### config.mk
export PLATFORM = sky130hd
export DESIGN_NAME = mvu_stream_top_flat
export DESIGN_NICKNAME = d
export VERILOG_FILES = /design/src/rtl/mvu_stream_top_if.sv /design/src/rtl/mvu_stream_top.sv /design/src/flat_wrapper.sv
export SDC_FILE = /design/constraint.sdc
export NUM_CORES = 1
export LEC_CHECK = 0
export CELL_PAD_IN_SITES_DETAIL_PLACEMENT = 0
export CELL_PAD_IN_SITES_GLOBAL_PLACEMENT = 1
export CORE_UTILIZATION = 51
export CTS_CLUSTER_SIZE = 20
export DETAILED_ROUTE_END_ITERATION = 6
export PLACE_DENSITY = 0.92
export SLEW_MARGIN = 20
export SYNTH_ARGS = -nofsm -noshare
export SYNTH_HDL_FRONTEND = slang
export SYNTH_SLANG_ARGS = --single-unit
### constraint.sdc
create_clock -name clock -period 15.44 [get_ports clock]
set_input_delay 3.088 -clock clock [delete_from_list [all_inputs] [get_ports clock]]
set_output_delay 3.088 -clock clock [all_outputs]
set_load 0.05 [all_outputs]
### src/rtl/mvu_stream_top_if.sv
`default_nettype none
//==============================================================================
// mvu_stream_top_if -- activation, weight and result streams of the MVU | rev 1.0
//==============================================================================
interface mvu_stream_top_if #(
  parameter int unsigned S0_W = 8,
  parameter int unsigned S1_W = 16,
  parameter int unsigned M0_W = 32
) ();
  logic [S0_W-1:0] s0_axis_tdata;
  logic            s0_axis_tvalid;
  logic            s0_axis_tready;
  logic [S1_W-1:0] s1_axis_tdata;
  logic            s1_axis_tvalid;
  logic            s1_axis_tready;
  logic [M0_W-1:0] m0_axis_tdata;
  logic            m0_axis_tvalid;
  logic            m0_axis_tready;

  modport master (
    output s0_axis_tdata, s0_axis_tvalid, input s0_axis_tready,
    output s1_axis_tdata, s1_axis_tvalid, input s1_axis_tready,
    input  m0_axis_tdata, m0_axis_tvalid, output m0_axis_tready
  );

  modport slave (
    input  s0_axis_tdata, s0_axis_tvalid, output s0_axis_tready,
    input  s1_axis_tdata, s1_axis_tvalid, output s1_axis_tready,
    output m0_axis_tdata, m0_axis_tvalid, input m0_axis_tready
  );
endinterface
`default_nettype wire

### src/rtl/mvu_stream_top.sv
`default_nettype none
//==============================================================================
// mvu_stream_top -- streaming matrix-vector unit, activations reused per column | rev 1.0
//==============================================================================
module mvu_stream_top #(
  parameter int unsigned KDIM   = 2,
  parameter int unsigned IFMCH  = 4,
  parameter int unsigned OFMCH  = 4,
  parameter int unsigned SIMD   = 2,
  parameter int unsigned PE     = 2,
  parameter int unsigned TSRCI  = 4,
  parameter int unsigned TW     = 4,
  parameter int unsigned TDSTI  = 16,
  parameter logic [1:0]  OP_SGN = 2'b11
) (
  input  wire logic        clock,
  input  wire logic        resetn,
  mvu_stream_top_if.slave  bus
);
  localparam int unsigned c_matrix_w = KDIM * KDIM * IFMCH;
  localparam int unsigned c_nf       = OFMCH / PE;
  localparam int unsigned c_sf       = c_matrix_w / SIMD;
  localparam int unsigned c_sw       = (c_sf > 1) ? $clog2(c_sf) : 1;
  localparam int unsigned c_rw       = (c_nf > 1) ? $clog2(c_nf) : 1;
  localparam int unsigned c_aw       = SIMD * TSRCI;

  logic [c_sw-1:0]       s_q, s_d;
  logic [c_rw-1:0]       r_q, r_d;
  logic [c_aw-1:0]       buf_q [c_sf];
  logic [c_aw-1:0]       buf_d [c_sf];
  logic [TDSTI-1:0]      acc_q [PE];
  logic [TDSTI-1:0]      acc_d [PE];
  logic [PE*TDSTI-1:0]   out_data_q, out_data_d;
  logic                  out_valid_q, out_valid_d;

  logic                  w_adv, w_first, w_fire, w_last_s, w_last_r;
  logic [c_aw-1:0]       w_act;
  logic [TDSTI-1:0]      w_prod [PE][SIMD];
  logic [TDSTI-1:0]      w_sum [PE];

  // Readies are gated by reset so nothing is taken while resetn is low.
  assign w_adv    = !out_valid_q || bus.m0_axis_tready;
  assign w_first  = (r_q == '0);
  assign w_fire   = resetn && w_adv && bus.s1_axis_tvalid && (!w_first || bus.s0_axis_tvalid);
  assign w_last_s = (s_q == c_sw'(c_sf - 1));
  assign w_last_r = (r_q == c_rw'(c_nf - 1));
  assign w_act    = w_first ? bus.s0_axis_tdata : buf_q[s_q];

  assign bus.s0_axis_tready = w_fire && w_first;
  assign bus.s1_axis_tready = w_fire;
  assign bus.m0_axis_tdata  = out_data_q;
  assign bus.m0_axis_tvalid = out_valid_q;

  for (genvar gp = 0; gp < PE; gp++) begin : g_pe
    for (genvar gl = 0; gl < SIMD; gl++) begin : g_lane
      logic [TSRCI-1:0] w_opa;
      logic [TW-1:0]    w_opb;
      assign w_opa = w_act[(SIMD-1-gl)*TSRCI +: TSRCI];
      assign w_opb = bus.s1_axis_tdata[((PE-1-gp)*SIMD + (SIMD-1-gl))*TW +: TW];

      if (TSRCI == 1 && TW == 1) begin : g_bin
        if (OP_SGN == 2'b00) begin : g_and
          assign w_prod[gp][gl] = {{(TDSTI-1){1'b0}}, w_opa & w_opb};
        end else if (OP_SGN == 2'b11) begin : g_xnor
          assign w_prod[gp][gl] = {{(TDSTI-1){1'b0}}, ~(w_opa ^ w_opb)};
        end else begin : g_illegal
          $fatal(1, "mvu_stream_top: binary operands need OP_SGN 00 or 11");
          assign w_prod[gp][gl] = '0;
        end
      end else if (TSRCI == 1) begin : g_act_bin
        logic [TDSTI-1:0] w_ext;
        assign w_ext = {{(TDSTI-TW){OP_SGN[0] & w_opb[TW-1]}}, w_opb};
        assign w_prod[gp][gl] = w_opa[0] ? w_ext : ((OP_SGN == 2'b11) ? ('0 - w_ext) : '0);
      end else if (TW == 1) begin : g_wgt_bin
        logic [TDSTI-1:0] w_ext;
        assign w_ext = {{(TDSTI-TSRCI){OP_SGN[1] & w_opa[TSRCI-1]}}, w_opa};
        assign w_prod[gp][gl] = w_opb[0] ? w_ext : ((OP_SGN == 2'b11) ? ('0 - w_ext) : '0);
      end else begin : g_mul
        logic [TDSTI-1:0] w_a_ext, w_b_ext;
        assign w_a_ext = {{(TDSTI-TSRCI){OP_SGN[1] & w_opa[TSRCI-1]}}, w_opa};
        assign w_b_ext = {{(TDSTI-TW){OP_SGN[0] & w_opb[TW-1]}}, w_opb};
        assign w_prod[gp][gl] = w_a_ext * w_b_ext;
      end
    end
  end

  // Accumulation restarts at the first beat of every output group.
  always_comb begin
    for (int p = 0; p < PE; p++) begin
      w_sum[p] = (s_q == '0) ? '0 : acc_q[p];
      for (int l = 0; l < SIMD; l++) begin
        w_sum[p] = w_sum[p] + w_prod[p][l];
      end
    end
  end

  always_comb begin
    s_d         = s_q;
    r_d         = r_q;
    buf_d       = buf_q;
    acc_d       = acc_q;
    out_data_d  = out_data_q;
    out_valid_d = out_valid_q && !bus.m0_axis_tready;
    if (w_fire) begin
      acc_d = w_sum;
      if (w_first) begin
        buf_d[s_q] = bus.s0_axis_tdata;
      end
      if (w_last_s) begin
        s_d         = '0;
        r_d         = w_last_r ? '0 : r_q + 1'b1;
        out_valid_d = 1'b1;
        for (int p = 0; p < PE; p++) begin
          out_data_d[(PE-1-p)*TDSTI +: TDSTI] = w_sum[p];
        end
      end else begin
        s_d = s_q + 1'b1;
      end
    end
  end

  always_ff @(posedge clock) begin
    if (!resetn) begin
      s_q         <= '0;
      r_q         <= '0;
      out_data_q  <= '0;
      out_valid_q <= 1'b0;
      for (int p = 0; p < PE; p++) begin
        acc_q[p] <= '0;
      end
    end else begin
      s_q         <= s_d;
      r_q         <= r_d;
      out_data_q  <= out_data_d;
      out_valid_q <= out_valid_d;
      acc_q       <= acc_d;
    end
  end

  // Buffer contents only matter once written during the first group.
  always_ff @(posedge clock) begin
    buf_q <= buf_d;
  end
endmodule
`default_nettype wire

### src/flat_wrapper.sv
// flat-port wrapper written by rule: the top's interface ports become plain ports
module mvu_stream_top_flat 
#(
  parameter int unsigned KDIM   = 2,
  parameter int unsigned IFMCH  = 4,
  parameter int unsigned OFMCH  = 4,
  parameter int unsigned SIMD   = 2,
  parameter int unsigned PE     = 2,
  parameter int unsigned TSRCI  = 4,
  parameter int unsigned TW     = 4,
  parameter int unsigned TDSTI  = 16,
  parameter logic [1:0]  OP_SGN = 2'b11
)
  (clock, resetn, bus_s0_axis_tdata, bus_s0_axis_tvalid, bus_s0_axis_tready, bus_s1_axis_tdata, bus_s1_axis_tvalid, bus_s1_axis_tready, bus_m0_axis_tdata, bus_m0_axis_tvalid, bus_m0_axis_tready);
  mvu_stream_top_if #(.S0_W(8), .S1_W(16), .M0_W(32)) bus_i ();
  input  wire logic clock;
  input  wire logic resetn;
  input wire logic [$bits(bus_i.s0_axis_tdata)-1:0] bus_s0_axis_tdata;
  input wire logic [$bits(bus_i.s0_axis_tvalid)-1:0] bus_s0_axis_tvalid;
  output wire logic [$bits(bus_i.s0_axis_tready)-1:0] bus_s0_axis_tready;
  input wire logic [$bits(bus_i.s1_axis_tdata)-1:0] bus_s1_axis_tdata;
  input wire logic [$bits(bus_i.s1_axis_tvalid)-1:0] bus_s1_axis_tvalid;
  output wire logic [$bits(bus_i.s1_axis_tready)-1:0] bus_s1_axis_tready;
  output wire logic [$bits(bus_i.m0_axis_tdata)-1:0] bus_m0_axis_tdata;
  output wire logic [$bits(bus_i.m0_axis_tvalid)-1:0] bus_m0_axis_tvalid;
  input wire logic [$bits(bus_i.m0_axis_tready)-1:0] bus_m0_axis_tready;
  assign bus_i.s0_axis_tdata = bus_s0_axis_tdata;
  assign bus_i.s0_axis_tvalid = bus_s0_axis_tvalid;
  assign bus_s0_axis_tready = bus_i.s0_axis_tready;
  assign bus_i.s1_axis_tdata = bus_s1_axis_tdata;
  assign bus_i.s1_axis_tvalid = bus_s1_axis_tvalid;
  assign bus_s1_axis_tready = bus_i.s1_axis_tready;
  assign bus_m0_axis_tdata = bus_i.m0_axis_tdata;
  assign bus_m0_axis_tvalid = bus_i.m0_axis_tvalid;
  assign bus_i.m0_axis_tready = bus_m0_axis_tready;
  mvu_stream_top #(.KDIM(KDIM), .IFMCH(IFMCH), .OFMCH(OFMCH), .SIMD(SIMD), .PE(PE), .TSRCI(TSRCI), .TW(TW), .TDSTI(TDSTI), .OP_SGN(OP_SGN)) u_core (.clock(clock), .resetn(resetn), .bus(bus_i));
endmodule
### Yosys cells after proc, flatten, opt, wreduce, memory -nomap -nowiden

Index checks and enable logic that the tools add are counted.

| cells by class | value |
|---|---|
| $add $sub $neg | 6 |
| multiply operators | 4 |
| multiplexer cells | 13 |
| bitwise gates (word level) | 2 |
| reductions and logical operators | 13 |
| $lt $le $gt $ge | 2 |
| equal/unequal tests | 1 |

Operators by type and width:

| kind | number |
|---|---|
| adder 16 bit | 4 |
| bitwise mux 64 bit | 1 |
| multiplier 4 x 4 -> 8 bit | 4 |
| two-way mux 16 bit | 2 |
| two-way mux 8 bit | 4 |
| binary-select mux 8 bit (select 3 bit) | 1 |
| demux 8 bit (select 3 bit) | 1 |
| logical AND 1 bit | 6 |
| >= comparator 4 bit, second input constant | 1 |
| < comparator 4 x 1 -> 1 bit, second input constant | 1 |
| inverter 3 -> 4 bit | 1 |
| AND reduction 2 bit | 2 |
| adder 3 x 1 -> 3 bit, second input constant | 1 |
| equality test 3 bit, second input constant | 1 |
| logical NOT 3 bit | 1 |
| two-way mux 1 bit | 3 |
| two-way mux 3 bit | 1 |
| logical NOT 1 bit | 2 |
| logical OR 1 bit | 2 |
| adder 1 bit, second input constant | 1 |
| inverter 1 bit | 1 |

| word-level totals | value |
|---|---|
| bits in registers | 133 |
| output and inout port bits | 35 |

### Longest topological paths before layout

Gate-level depths: netlist of the first run.

| logic depth | value |
|---|---|
| word-level depth | 8 |
| mapped depth | 32 |

### Least setup slack after synthesis of the first run

No wires, ideal clock.

| timing path | value |
|---|---|
| path kind | input-to-reg |
| start | in bus_s0_axis_tdata[5] |
| end | reg u_core.acc_q[31] in the netlist's numbering |
| library setup time | 0.065 ns |
| path slack | 6.146 ns |
| arrival | 9.228 ns |
| cell stages on the path | 22 |
| required time | 15.375 ns |
| cell sequence | o21ai_0 > nand2b_1 > fa_1 > fa_1 > inv_1 > fa_1 > ha_1 > fa_1 > a21o_1 > a21oi_1 > xnor2_1 > xnor2_1 > fa_1 > inv_1 > ha_1 > o21a_1 > o2111a_1 > o41ai_1 > a21oi_1 > nand2b_1 > or4b_1 > nand4b_1 |

| between the ends | value |
|---|---|
| word-level cells in the longest chain between the ends | 4 |

Ends and longest elaborated chain:

| element | RTL line | RTL |
|---|---|---|
| start, declared | flat_wrapper.sv:18 | `input wire logic [$bits(bus_i.s0_axis_tdata)-1:0] bus_s0_axis_tdata;` |
| two-way mux 8 bit | mvu_stream_top.sv:47 | `assign w_act = w_first ? bus.s0_axis_tdata : buf_q[s_q];` |
| multiplier 4 x 4 -> 8 bit | mvu_stream_top.sv:82 | `assign w_prod[gp][gl] = w_a_ext * w_b_ext;` |
| adder 16 bit (2 in a row) | mvu_stream_top.sv:92 | `w_sum[p] = w_sum[p] + w_prod[p][l];` |
| end signal, assigned by index | mvu_stream_top.sv:129 | `acc_q[p] <= '0;` |
| end signal, assigned | mvu_stream_top.sv:136 | `acc_q <= acc_d;` |
| end, declared | mvu_stream_top.sv:31 | `logic [TDSTI-1:0] acc_q [PE];` |

No other way between the ends.
A chain may end at the register's enable or synchronous reset.

### Final worst setup path of the first run

| timing path | value |
|---|---|
| start | in bus_s0_axis_tdata[1] |
| end | reg u_core.acc_q[30] in the netlist's numbering |

| between the ends | value |
|---|---|
| word-level cells in the longest chain between the ends | 3 |

Ends and longest elaborated chain:

| element | RTL line |
|---|---|
| two-way mux 8 bit | mvu_stream_top.sv:47 |
| multiplier 4 x 4 -> 8 bit | mvu_stream_top.sv:82 |
| adder 16 bit | mvu_stream_top.sv:92 |

No other way between the ends.

==> flow_metrics.py, run 1 <==
metrics = {
    "sta": {
        "rsz0062_at_grt": "false",
        "final_hold_viol_count": 0,
        "setup_tns_ns": 0,
        "period_share_pct": 64.9,
        "finClkSkew_ns": 0.0179,
        "worstMarginPinSlew_ns": 1.05,
        "period_needed_ns": 10.02,
        "fmax_ghz": 0.0998,
        "slew_headroom_pct": 29.4,
        "slew_violations": 0,
        "setup-violations-final": 0,
    },
    "synth": {
        "netlist_instances": 980,
        "avgSynthCellArea_um2": 9.82,
        "ys.warnings.count": 0,
        "synth_top_area_share_pct": 20.0,
        "synth_cell_types": 64,
        "synthArstFlopShare_pct": 0,
        "synth_top_cell_by_area": "edfxtp_1",
        "ys.flop_type": "dfxtp_1",
        "yosysSeqAreaShare_pct": 34.3,
        "syn_area_um2": 9630,
        "yosys_register_bits": 133,
        "syn_nets": 1156,
        "synth_edf_count": 64,
        "synth_area_leaders": "edfxtp_1 20%, dfxtp_1 14%, fa_1 14%, ha_1 10%, inv_1 4.7%",
    },
    "place": {
        "dp_hpwl_mm": 15.2,
        "dp.cells": 1248,
        "port-buffer-count": 63,
        "gp_congestion": 0.847,
    },
    "worst_hold_path": {
        "holdPathEnd": "u_core.acc_q[16]",
        "min_path_cells": 2,
        "hp-class": "flop to flop",
        "hp-start": "u_core.acc_q[16]",
    },
    "floorplan": {
        "die_h_um": 139,
        "initial_utilization_pct": 52.9,
        "coreArea_um2": 18200,
        "dieArea_um2": 19400,
        "die_w_um": 139,
        "boundaryPins": 64,
        "rows": 49,
    },
    "routing": {
        "vias": 7021,
        "wire_per_inst_um": 16.6,
        "first_pass_iters": 7,
        "wirelength_mm": 21.2,
        "avgViaCountPerCell": 5.49,
        "postRouteAntennaNets": 0,
        "drc": 0,
        "drt_iter0_drc": 494,
    },
    "global_route": {
        "gr-total-overflow": 0,
        "grt_pass1_vias": 7004,
        "grt_max_degree": 70,
        "grt_pass1_wl_mm": 35.7,
        "antenna_found_initial": 0,
        "grt_use_total_pct": 23.6,
    },
    "cts": {
        "clk-insertion-delay-late_ns": 0.43,
        "cts_tree": "built",
        "ctsHoldBuffers": 0,
        "cts_buffers": 17,
        "cts.sink_count": 133,
        "cts_resized": 0,
        "postCtsSetupRepairBufs": 0,
        "h-tree-depth": 4,
        "clk_pin_slew_worst_paths_ns": 0.06,
        "clockRootBuffer": "clkbuf_16",
        "clockBufferDepth": 2,
    },
    "final_layout": {
        "regArea_um2": 3300,
        "drive_above_1_share_pct": 6.85,
        "layout.cells.most_common_list": "121 x inv_1, 101 x nand2_1, 79 x ha_1, 69 x dfxtp_1, 68 x fa_1",
        "syn2layout_area_growth_pct": 15.7,
        "nFillCells": 1524,
        "antenna_cells": 0,
        "multi_input_area_um2": 5760,
        "final_common_cell": "inv_1",
        "final_nets": 1214,
        "fin_cells": 1280,
    },
    "power": {
        "ir_worst_vdd_mv": 0.137,
        "power-per-cell-area_nw_per_um2": 178,
        "leakagePower_nw": 4.83,
    },
    "worst_setup_path": {
        "cp.required_ns": 15.73,
        "cp_data_arrival_time_ns": 10.31,
        "regToRegSetupSlack_ns": 6.91,
        "rr_worst_depth": 29,
        "crit_path_top_delay_cell": "fa_1",
        "crit_path_end_kind": "flop",
        "critical_path.most_common_cell": "fa_1",
        "crit_type": "primary input to flop",
        "worstPathMaxFanout": 10,
        "reg2reg_to": "u_core.acc_q[30]",
        "cp-start-kind": "primary input",
        "r2r-start": "u_core.s_q[1]",
        "slowest_delay_ns": 0.68,
    },
    "run": {
        "cap_violations": 0,
    },
    "outcome": {
        "status": "finished, final reports clean",
    },
}
## state kept, by name, summed over array words and instances, names as in the netlist
register                   flops
u_core.buf_q                  64
u_core.acc_q                  32
u_core.bus.m0_axis_tdata      32
u_core.s_q                     3
u_core.bus.m0_axis_tvalid      1
u_core.r_q                     1
## stage by stage
stage	util, %	instance area, um^2	hold WS, ns	setup slack, ns	power, mW
global route	61.2	11100	0.471	4.73	2.18
CTS	61.2	11100	0.452	5.41	1.99
detailed placement	57.7	10500	0.442	4.97	1.55
floorplan	-	9630	0.429	6.15	1.30
global placement	57.7	10500	0.438	5.15	1.54
finish	61.2	11100	0.452	5.42	1.98
## layout make-up
class | instances | area share [%]
Clock buffer | 17 | 3.82
Clock inverter | 15 | 1.82
Sequential cell | 133 | 29.7
Inverter | 121 | 4.08
Timing Repair Buffer | 74 | 6.36
Tap cell | 229 | 2.57
Multi-Input combinational cell | 691 | 51.7
## kinds of logic after synthesis
kind of cell | after synthesis | synth area share [%]
flops | 133 | 34.3
buf+inv | 156 | 6.17
fa+ha+maj | 147 | 24.4
simple gates | 282 | 14.2
xor+xnor | 47 | 4.59
compound gates | 192 | 13.2
mux | 23 | 3.12
## synthesized netlist by cell type (all sizes together), types with 31 or more instances
master	n
a21oi	41
and2	40
dfxtp	69
edfxtp	64
fa	68
ha	79
inv	121
nand2	101
nand3	42
nor2	42
o21ai	55
xnor2	31
## worst max-delay path, delay by kind of cell
| kind | cells | cell delay, ns |
|---|---|---|
| buffers and inverters | 3 | 0.73 |
| adder cells (fa/ha/maj) | 7 | 3.16 |
| XOR/XNOR | 2 | 0.30 |
| AO/OA/AOI/OAI | 9 | 1.94 |
| AND/OR/NAND/NOR | 4 | 1.08 |
## worst max-delay path by stage
stage | startpoint | to | slack [ns] | depth (start not counted)
2_1_floorplan | bus_s0_axis_tdata[5] | u_core.acc_q[31] | 6.15 | 22
3_3_place_gp | bus_s0_axis_tdata[2] | u_core.acc_q[30] | 5.15 | 25
3_5_place_dp | bus_s0_axis_tdata[1] | u_core.acc_q[30] | 4.97 | 25
4_1_cts | bus_s0_axis_tdata[1] | u_core.acc_q[30] | 5.41 | 25
5_1_grt | bus_s0_axis_tdata[1] | u_core.acc_q[30] | 4.73 | 25
6_report | bus_s0_axis_tdata[1] | u_core.acc_q[30] | 5.42 | 25
## layer usage
layer | GRT usage (%) | part of all wire, % | vias to the layer above
li1 | - | - | 3460
met1 | 33.8 | 49 | 3366
met2 | 36.5 | 45 | 173
met3 | 4.82 | 4.8 | 22
met4 | 5.91 | 1.2 | 0
met5 | 0 | 0 | -
## report_power, final
part           total (mW)  switching, mW  internal [mW]
registers           0.400        0.00960          0.391
clock network       0.431          0.182          0.249
logic                1.15          0.677          0.474
total                1.98          0.869           1.11
No activity file was read; power rests on OpenSTA's default activity.
==> inputs of run 2 (changes only) <==
CORE_UTILIZATION = 48   (was 51)
PLACE_DENSITY = 0.88   (was 0.92)
clock period = 9.55 ns   (was 15.44 ns; I/O delays follow)
==> flow_metrics.py, run 2 (synthesis gave the netlist of run 1 again) <==
metrics = {
    "outcome": {
        "status": "finished, final reports clean",
    },
    "worst_setup_path": {
        "cp_data_arrival_time_ns": 9.11,
        "crit_type": "primary input to flop",
        "crit_path_top_delay_cell": "clkdlybuf4s50_1",
        "worstPathMaxFanout": 9,
        "cp_top_family": "adder cells",
        "cp.required_ns": 9.91,
        "rr_worst_depth": 28,
        "path_buf_inv": 4,
        "slowest_delay_ns": 0.62,
        "critPathLaunch": "bus_s0_axis_tdata[0]",
        "critPathCapture": "u_core.acc_q[15]",
        "r2r-start": "u_core.s_q[2]",
        "cp-start-kind": "primary input",
        "reg2reg_to": "u_core.acc_q[15]",
        "crit_path_end_kind": "flop",
        "worst-path-stages": 26,
        "regToRegSetupSlack_ns": 1.29,
    },
    "routing": {
        "drc": 0,
        "first_pass_iters": 5,
        "vias": 7039,
        "postRouteAntennaNets": 0,
        "wire_per_inst_um": 16.3,
        "wirelength_mm": 21.5,
        "drt_iter0_drc": 475,
        "avgViaCountPerCell": 5.32,
    },
    "floorplan": {
        "dieArea_um2": 20600,
        "rows": 51,
        "boundaryPins": 64,
        "die_h_um": 144,
        "coreArea_um2": 19600,
        "die_w_um": 144,
        "initial_utilization_pct": 49.1,
    },
    "sta": {
        "period_needed_ns": 8.75,
        "setup_tns_ns": 0,
        "setup-violations-final": 0,
        "worstMarginPinSlew_ns": 0.960,
        "setup_ws_ns": 0.798,
        "period_share_pct": 91.6,
        "fmax_ghz": 0.114,
        "slew_headroom_pct": 35.8,
        "finClkSkew_ns": 0.0102,
        "slew_violations": 0,
        "final_hold_viol_count": 0,
        "rsz0062_at_grt": "false",
    },
    "cts": {
        "clockRootBuffer": "clkbuf_16",
        "clockBufferDepth": 2,
        "clk_pin_slew_worst_paths_ns": 0.06,
        "cts_tree": "built",
        "postCtsSetupRepairBufs": 0,
        "cts_resized": 0,
        "h-tree-depth": 4,
        "ctsHoldBuffers": 0,
        "cts.sink_count": 133,
        "clk-insertion-delay-late_ns": 0.43,
        "cts_buffers": 17,
    },
    "worst_hold_path": {
        "hp-class": "flop to flop",
    },
    "power": {
        "comb_power_share_pct": 58.5,
        "sw_frac_of_total_pct": 43.7,
        "power_switching_mw": 1.41,
        "leakagePower_nw": 4.86,
        "ir_worst_vdd_mv": 0.214,
        "p_clk_share_pct": 21.4,
        "power_frac_seq_pct": 20.1,
        "power-per-cell-area_nw_per_um2": 286,
        "p_int_mw": 1.81,
    },
    "place": {
        "pre_cts_ws_ns": 0.420,
        "port-buffer-count": 63,
        "gp_congestion": 0.824,
        "dp_hpwl_mm": 15.7,
        "dp.cells": 1292,
    },
    "global_route": {
        "grt_pass1_vias": 7044,
        "grt_use_total_pct": 22.8,
        "antenna_found_initial": 0,
        "grt_pass1_wl_mm": 35.8,
        "grt_max_degree": 71,
        "gr-total-overflow": 0,
    },
    "final_layout": {
        "drive_above_1_share_pct": 7.37,
        "final_nets": 1222,
        "final_common_cell": "inv_1",
        "largest_register_ffs": 64,
        "syn2layout_area_growth_pct": 16.7,
        "top_register": "u_core.buf_q",
        "fin_cells": 1324,
        "nFillCells": 1739,
        "antenna_cells": 0,
        "layout.cells.most_common_list": "121 x inv_1, 101 x nand2_1, 79 x ha_1, 69 x dfxtp_1, 68 x fa_1",
    },
    "run": {
        "cap_violations": 0,
    },
}
[run 2: changes by cell type in the layout (fill, tap and decap cells not counted)]
cell        previous run  this run
buf_4                 11        19
nor3_1                 3         5
nor3_2                 2         0
clkinvlp_4             1         2
inv_6                  4         3
[run 2: routing by layer]
| metal | vias up | wire [um] | GRT usage, % |
|---|---|---|---|
| met5 | - | 0 | 0 |
| met4 | 0 | 258 | 5.71 |
| met3 | 19 | 922 | 4.27 |
| met2 | 139 | 9950 | 36.5 |
| met1 | 3404 | 10400 | 31.7 |
| li1 | 3477 | - | - |
[run 2: how the worst min path moves through the flow]
stage / start / to / slack [ns] / depth (start not counted)
2_1_floorplan: u_core.acc_q[0] / u_core.acc_q[0] / 0.43 / 2
3_3_place_gp: u_core.acc_q[16] / u_core.acc_q[16] / 0.44 / 2
3_5_place_dp: u_core.acc_q[4] / u_core.acc_q[4] / 0.45 / 2
4_1_cts: u_core.acc_q[1] / u_core.acc_q[1] / 0.46 / 2
5_1_grt: u_core.acc_q[0] / u_core.acc_q[0] / 0.48 / 2
6_report: u_core.acc_q[16] / u_core.acc_q[16] / 0.46 / 2
[run 2: power groups by stage]
stage	logic (mW)	registers, mW	clock network (mW)
finish	1.88	0.647	0.689
global route	2.15	0.650	0.725
CTS	1.88	0.647	0.702
detailed placement	1.85	0.659	0
global placement	1.84	0.658	0
floorplan	1.45	0.655	0
[run 2: cell type report]
class	count	area, um^2	area share, %
multi-input combinational	691	5750	51.2
sequential	133	3300	29.4
timing repair buffer	82	768	6.84
inverter	121	454	4.04
clock buffer	17	425	3.79
tap	265	332	2.95
clock inverter	15	201	1.79
[run 2: worst reg2reg max path, delay by kind of cell (launching register included)]
kind / cells / cell delay (ns)
AO/OA/AOI/OAI: 10 / 2.11
XOR/XNOR: 1 / 0.11
adder cells (fa/ha/maj): 7 / 2.94
buffers and inverters: 3 / 0.52
flip-flops: 1 / 0.93
AND/OR/NAND/NOR: 7 / 1.60
[run 2: per-stage QoR]
step                total power [mW]  cell area, um^2  hold WS, ns  utilization (%)
floorplan                       2.10             9630        0.429                -
detailed placement              2.51            10600        0.446             54.1
CTS                             3.23            11200        0.458             57.3
global placement                2.49            10600        0.442             54.1
global route                    3.52            11200        0.482             57.3
finish                          3.22            11200        0.460             57.3
